==> config.mk <==
export PLATFORM = sky130hd
export DESIGN_NAME = muldiv_unit
export DESIGN_NICKNAME = d
export VERILOG_FILES = /design/src/rtl/muldiv_unit.sv
export SDC_FILE = /design/constraint.sdc
export NUM_CORES = 1
export LEC_CHECK = 0
export BUFFER_PORTS_ARGS = -buffer_cell sky130_fd_sc_hd__buf_4
export CAP_MARGIN = 15
export CORE_MARGIN = 10
export CORE_UTILIZATION = 60
export DETAILED_ROUTE_END_ITERATION = 16
export PLACE_DENSITY = 0.79
export SKIP_CTS_REPAIR_TIMING = 1
export SYNTH_ARGS = -nofsm -noshare
export SYNTH_HDL_FRONTEND = slang
export SYNTH_SLANG_ARGS = --single-unit
==> constraint.sdc <==
create_clock -name clk -period 15.03 [get_ports clk]
set_input_delay 0.7515 -clock clk [delete_from_list [all_inputs] [get_ports clk]]
set_output_delay 0.7515 -clock clk [all_outputs]
set_load 0.02 [all_outputs]
==> src/rtl/muldiv_unit.sv <==
// muldiv_unit: iterative RV32M multiply/divide unit (32-cycle shift-add / restoring divide)
// Ports: clk, rst_n (async, active-low); start/kill control; funct3 op select;
//   A (rs1), B (rs2) operands; busy (RUN), done (one-cycle result pulse), result.
// Optional: define MULDIV_EARLY_OUT_EN to finish B=0, multiply-by-A=0 and signed
//   DIV/REM overflow in one cycle (IDLE->DONE) instead of the full 33 cycles.
module muldiv_unit (
  input  logic        clk,
  input  logic        rst_n,
  input  logic        start,
  input  logic        kill,
  input  logic [2:0]  funct3,
  input  logic [31:0] A,
  input  logic [31:0] B,
  output logic        busy,
  output logic        done,
  output logic [31:0] result
);
  localparam logic [1:0] IDLE = 2'd0, RUN = 2'd1, DONE = 2'd2;
`ifdef MULDIV_EARLY_OUT_EN
  localparam logic EARLY = 1'b1;
`else
  localparam logic EARLY = 1'b0;
`endif
  logic [1:0]  state;
  logic [4:0]  cnt;
  logic [2:0]  f_reg;
  logic [31:0] a_reg, b_reg, mc;
  logic [63:0] p, p_nxt, prod_s;
  logic [32:0] add_s, rem_sh, sub_s;
  logic [31:0] a_mag, b_mag, q_s, r_s, fin, special_val;
  logic        a_neg_in, b_neg_in, fa, fb, special;
  function automatic logic sgn_a(input logic [2:0] f);
    return f[2] ? ~f[0] : (f[1] ^ f[0]);
  endfunction
  function automatic logic sgn_b(input logic [2:0] f);
    return f[2] ? ~f[0] : (f[1:0] == 2'b01);
  endfunction
  // Datapath works on magnitudes; the sign is applied once when the result is captured.
  always_comb begin
    a_neg_in    = sgn_a(funct3) & A[31];
    b_neg_in    = sgn_b(funct3) & B[31];
    a_mag       = a_neg_in ? -A : A;
    b_mag       = b_neg_in ? -B : B;
    special     = (B == 32'd0) | (~funct3[2] & (A == 32'd0)) |
                  (funct3[2] & ~funct3[0] & (A == 32'h8000_0000) & (B == 32'hFFFF_FFFF));
    special_val = ~funct3[2] ? 32'd0 :
                  (B == 32'd0) ? (funct3[1] ? A : 32'hFFFF_FFFF) :
                  (funct3[1] ? 32'd0 : 32'h8000_0000);
    // Multiply: p = {acc, multiplier}; add multiplicand on lsb, shift right.
    add_s  = {1'b0, p[63:32]} + (p[0] ? {1'b0, mc} : 33'd0);
    // Divide: p = {remainder, dividend->quotient}; restoring shift-subtract.
    rem_sh = {p[63:32], p[31]};
    sub_s  = rem_sh - {1'b0, mc};
    p_nxt  = f_reg[2] ? (sub_s[32] ? {rem_sh[31:0], p[30:0], 1'b0} : {sub_s[31:0], p[30:0], 1'b1})
                      : {add_s, p[31:1]};
    fa     = sgn_a(f_reg) & a_reg[31];
    fb     = sgn_b(f_reg) & b_reg[31];
    prod_s = (fa ^ fb) ? -p_nxt : p_nxt;
    q_s    = (fa ^ fb) ? -p_nxt[31:0] : p_nxt[31:0];
    r_s    = fa ? -p_nxt[63:32] : p_nxt[63:32];
    // Divide-by-zero is overridden; signed overflow falls out of the magnitude path.
    fin    = f_reg[2] ? ((b_reg == 32'd0) ? (f_reg[1] ? a_reg : 32'hFFFF_FFFF) : (f_reg[1] ? r_s : q_s))
                      : ((f_reg[1:0] == 2'b00) ? prod_s[31:0] : prod_s[63:32]);
  end
  always_ff @(posedge clk or negedge rst_n) begin
    if (!rst_n) begin
      state  <= IDLE;
      cnt    <= 5'd0;
      f_reg  <= 3'd0;
      a_reg  <= 32'd0;
      b_reg  <= 32'd0;
      mc     <= 32'd0;
      p      <= 64'd0;
      result <= 32'd0;
    end else begin
      case (state)
        IDLE: if (start && !kill) begin
          a_reg <= A;
          b_reg <= B;
          f_reg <= funct3;
          cnt   <= 5'd0;
          mc    <= funct3[2] ? b_mag : a_mag;
          p     <= {32'd0, funct3[2] ? a_mag : b_mag};
          if (EARLY && special) begin
            state  <= DONE;
            result <= special_val;
          end else state <= RUN;
        end
        RUN: if (kill) state <= IDLE;
        else begin
          p   <= p_nxt;
          cnt <= cnt + 5'd1;
          if (cnt == 5'd31) begin
            state  <= DONE;
            result <= fin;
          end
        end
        default: state <= IDLE;
      endcase
    end
  end
  assign busy = (state == RUN);
  assign done = (state == DONE);
endmodule
=== Word level (Yosys, flattened, before mapping) ===
Index checks and enable logic that the tools add are counted.

* Bitwise gates (word level): 10
* Equal/unequal tests: 8
* Add/sub/neg operators: 8
* Muxes and demuxes: 29
* Reductions and logical operators: 10

{| class="wikitable"
|+ Operators with widths
! cell !! count
|-
| $mux W32 || 12
|-
| $mux W64 || 5
|-
| $neg A32 Y32 || 4
|-
| $pmux W64 S2 || 1
|-
| $neg A64 Y64 || 1
|-
| $add A32 B32 Y33 || 1
|-
| $sub A33 B32 Y33 || 1
|-
| $logic_not A32 Y1 || 1
|-
| $mux W5 || 2
|-
| $pmux W5 S2 || 1
|-
| $eq A2 B1 Y1 const B || 3
|-
| $mux W2 || 3
|-
| $reduce_and A3 Y1 || 2
|-
| $add A5 B1 Y5 const B || 1
|-
| $eq A5 B5 Y1 const B || 1
|-
| $and A1 B1 Y1 || 4
|-
| $logic_not A2 Y1 || 2
|-
| $mux W1 || 4
|-
| $ne A2 B2 Y1 const B || 2
|-
| $pmux W2 S2 || 1
|-
| $reduce_and A2 Y1 || 2
|-
| $ne A3 B2 Y1 const B || 1
|-
| $not A1 Y1 || 3
|-
| $xor A1 B1 Y1 || 3
|-
| other kinds (4) || 4
|}

* Logic and storage cells: 73
* Register bits: 202

=== Depth between registers and ports, before layout ===
* Depth in word-level cells: 8
* Depth in mapped cells: 28

=== Worst setup path before layout ===
OpenSTA, ideal clock, no wires.

* Kind: register -> register
* Start point: register p[33]
* End point: register result[24]
* Period minus slack after synthesis: 5.437 ns
* Library setup time: 0.138 ns
* Stages on the path, launching flop included: 27
* Slack: 9.593 ns
* Arrival time: 5.299 ns
* Cells stage by stage: dfrtp_1 > ha_1 > nor2b_4 > o31a_4 > a211oi_4 > o21ai_4 > a21oi_4 > xnor2_4 > buf_2 > buf_2 > buf_1 > a21o_1 > inv_1 > ha_1 > and3_1 > and3_1 > clkbuf_1 > and3_1 > and3_1 > clkbuf_1 > nand2_1 > and3b_1 > nand4_1 > o21ai_0 > xor2_1 > a222oi_1 > o21ai_0

* Word-level cells in the longest chain between the ends: 8
* Elaborated cells on any way between the ends: 14
* Classes of those cells: add/sub (5); mux (9)

{| class="wikitable"
|+ RTL lines
! element !! RTL line !! text
|-
| start: declaration || 28 || <nowiki>logic [63:0] p, p_nxt, prod_s;</nowiki>
|-
| start signal: assignment || 83 || <nowiki>p <= {32'd0, funct3[2] ? a_mag : b_mag};</nowiki>
|-
| start signal: assignment || 91 || <nowiki>p <= p_nxt;</nowiki>
|-
| $sub A33 B32 Y33 || 53 || <nowiki>sub_s = rem_sh - {1'b0, mc};</nowiki>
|-
| $mux W64 || 54 || <nowiki>p_nxt = f_reg[2] ? (sub_s[32] ? {rem_sh[31:0], p[30:0], 1'b0} : {sub_s[31:0], p[30:0], 1'b1})</nowiki>
|-
| $mux W64 * || 54 ||
|-
| $neg A32 Y32, on equally long branches || 59, 60 ||
|-
| $mux W32, on equally long branches || 59, 60 ||
|-
| $mux W32 (2 in a row) || 62 || <nowiki>fin = f_reg[2] ? ((b_reg == 32'd0) ? (f_reg[1] ? a_reg : 32'hFFFF_FFFF) : (f_reg[1] ? r_s : q_s))</nowiki>
|-
| $mux W32 * || 62 ||
|-
| end signal: assignment || 86 || <nowiki>result <= special_val;</nowiki>
|-
| end signal: assignment || 95 || <nowiki>result <= fin;</nowiki>
|-
| end: declaration || 16 || <nowiki>output logic [31:0] result</nowiki>
|}

Every way passes the cells marked *; elsewhere a longest branch is shown, timed or not.
A chain may end at the register's enable or synchronous reset.

=== Worst setup path in the final report ===
* Start point: register p[33]
* End point: register result[31]

The elaborated chain is that of the path after synthesis.

==> key figures <==
Route
  – Vias per Instance: around 7.0
  – 1st-iter DRT viols: around 3200
  – DR WL/cell: roughly 26 um
  – Total Routed Length: roughly 73000 um
  – DRC: 0
  – Via count: just under 20000
  – TritonRoute pass-1 iters: 8
  – Final ANT Viol Nets: 0

Yosys
  – Dominant synthesized flop cell: dfrtp_1
  – Synth warn: 0
  – Post-synth EDFFs: 0
  – Mapped cell area: 0.01801 mm^2
  – Post-synth cell types: 93
  – Mapped Nets: about 2500
  – Seq/Total Area, Yosys: between 20% and 30%
  – Async SR Flop Fraction: 100.0%
  – Synth Instances: around 2400
  – Number of synthesized register bits: 202
  – Syn Area/Cell: between 7 and 8 um^2

Clock tree
  – Sink Count: around 200
  – Maximum root-to-sink buffer count: 3
  – TritonCTS Buffers: 24
  – CTS Root Buffer Type: clkbuf_16
  – Worst-path clk slew: roughly 0.070 ns
  – CTS tree: yes
  – Clk Latency, worst-skew pair: ~0.56 ns
  – H-tree depth: 1

Timing
  – Setup-failing EPs final: 0
  – RSZ-0062 raised after global routing: false
  – Peak Freq: approximately 0.17 GHz
  – Fin. max-slew vios: 0
  – Fin. Hold Viols: 0
  – Actual slew at the worst max-slew pin: ~1.1 ns
  – Skew final: ~0.025 ns
  – Rel. slew slack: 23.16%
  – Setup TNS: 0 ns
  – Min cycle time layout: 5.886 ns
  – Final worst-path cycle share: between 30% and 40%

Place
  – Dpl cell area: between 0.015 and 0.02 mm^2
  – Post-DP HPWL: 55460 um
  – Gpl congestion: roughly 1.1
  – IO Port Bufs: 104

Global route
  – Total GRT Usage: approximately 37%
  – Initial antenna violation count: 4
  – Vias in the first global route: 18551
  – GR Overflow Total: 0
  – Largest net degree at the start of global routing: between 90 and 100
  – First-pass GRT wire length: ~110000 um

Critical path
  – Worst R2R Path Depth: 16
  – Reg2Reg Setup Slack: 9.14 ns
  – WP data arrival: between 6 and 7 ns
  – Reg-to-Reg Start: p[33]$_DFFE_PN0P_
  – Crit end category: flip-flop
  – Worst path required time: roughly 15 ns
  – Crit Path Category: flip-flop to flip-flop
  – Startpoint Class: flip-flop
  – Crit path max fanout: 23
  – Worst r2r dst: result[31]$_DFFE_PN0P_

Floorplanning
  – Num ports: 105
  – Core Box Area: 0.02964 mm^2
  – Chip height: roughly 190 um
  – # rows: 63
  – Die ar.: 0.03734 mm^2
  – Chip width: roughly 190 um
  – Initial Util: 60.76%

Final layout
  – Area Overhead vs Synth: 9.797%
  – Most frequent cells in the layout: 432 x nand2_1, 213 x a21oi_1, 210 x nor2_1
  – Largest register FFs: 64
  – Layout cells sized above 1: a little over 9%
  – Top reg by flops: p
  – Core Util, Final: 66.71%
  – Layout Nets: roughly 2600
  – Fill count: 2522
  – Leading cell type in the layout, fill and taps excluded: nand2_1
  – Final instance area: 0.01977 mm^2

Job
  – Max-cap violations: 0

Power and ir drop
  – Power Dens Cells: about 210 mW/mm^2
  – Worst VDD drop: between 150 and 200 uV
  – LEAKAGE: roughly 8.8 nW

Outcome
  – Outcome: complete, no violations

Worst hold path
  – Hold Path Class: input pin to asynchronous set/reset pin
## logic make-up after synthesis
kind of cell | share of synthesized area, %
compound gates | 25.70
xor+xnor | 9.776
fa+ha+maj | 5.295
buf+inv | 4.537
flops | 28.07
mux | 3.439
simple gates | 23.18
## Yosys cell counts (all sizes together) (15+ instances only)
cell / instances / area share (%)
a31oi: 48 / 1.7
dfrtp: 202 / 28
o211ai: 38 / 1.6
xnor2: 98 / 4.9
nand2b: 23 / 0.80
nand2: 433 / 9.0
clkbuf: 108 / 2.3
nor2b: 15 / 0.56
mux2i: 54 / 3.0
o22ai: 16 / 0.56
a22o: 18 / 0.88
buf: 34 / 0.88
nand4: 24 / 0.83
a211oi: 22 / 1.0
nand3: 35 / 0.97
nor3: 37 / 1.0
inv: 65 / 1.4
o21ai: 199 / 5.6
a21o: 29 / 1.2
nor4: 21 / 0.73
xor2: 100 / 4.9
a21oi: 216 / 6.1
nor2: 212 / 4.4
ha: 73 / 5.1
o31ai: 17 / 0.71
and3: 18 / 0.63
and2: 49 / 1.7
## critical path, cell delays in order (launching register included)
cell and delay [ns]:
dfrtp_1 0.48, ha_1 0.38, nor2b_4 0.15, o31a_4 0.31, a211oi_4 0.38, o21ai_4 0.15, a21o_2 0.27, xnor2_2 0.40
buf_4 0.36, mux2i_1 0.11, mux2i_1 0.81, nand4_1 0.50, nor2_1 0.49, nand4_1 0.20, mux2i_1 0.17, a211o_1 0.30
a221oi_1 0.28
## worst max path at each step
stage,to,start
after floorplan,result[24]$_DFFE_PN0P_,p[33]$_DFFE_PN0P_
after global placement,result[26]$_DFFE_PN0P_,p[33]$_DFFE_PN0P_
after detailed placement,result[26]$_DFFE_PN0P_,p[33]$_DFFE_PN0P_
after CTS,result[26]$_DFFE_PN0P_,p[33]$_DFFE_PN0P_
after global routing,result[26]$_DFFE_PN0P_,p[31]$_DFFE_PN0P_
final,result[31]$_DFFE_PN0P_,p[33]$_DFFE_PN0P_
## stage by stage
step | hold WS (ns) | setup WS [ns] | power, mW | instances
6_report | 0.2050 | 9.144 | 4.179 | 2823
5_1_grt | 0.2485 | 8.739 | 4.373 | 2821
4_1_cts | 0.2182 | 9.298 | 4.053 | 2820
3_5_place_dp | 0.4581 | 9.328 | 3.431 | 2778
3_3_place_gp | 0.4571 | 9.528 | 3.401 | 2778
2_1_floorplan | 0.4395 | 9.593 | 2.645 | 2401
## layer usage
metal  wire length, um  vias up  part of all wire, %  track usage, %
met5                17        -                0.023               0
met4              5225        2                  7.2           21.89
met3              8649      307                   12           8.766
met2             31290     1418                   43           55.90
met1             27810     9314                   38           47.02
li1                  -     8597                    -               -
## power by group
group	switching [mW]	leakage (nW)	internal (mW)	total (mW)
Sequential	0.177	2.54	0.664	0.841
Clock	0.263	0.398	0.350	0.613
Combinational	1.79	5.85	0.936	2.72
Total	2.23	8.78	1.95	4.18
## cell type report
class / instances / area, um^2 / share of cell area [%]
antenna: 2 / 5.005 / 0.02531
clock buffer: 29 / 659.4 / 3.335
clock inverter: 13 / 152.6 / 0.7721
inverter: 67 / 251.5 / 1.272
multi-input combinational: 1990 / 12160 / 61.51
sequential: 202 / 5059 / 25.59
tap: 390 / 488.0 / 2.468
timing repair buffer: 130 / 994.7 / 5.031
(Power assumes the default switching activity.)
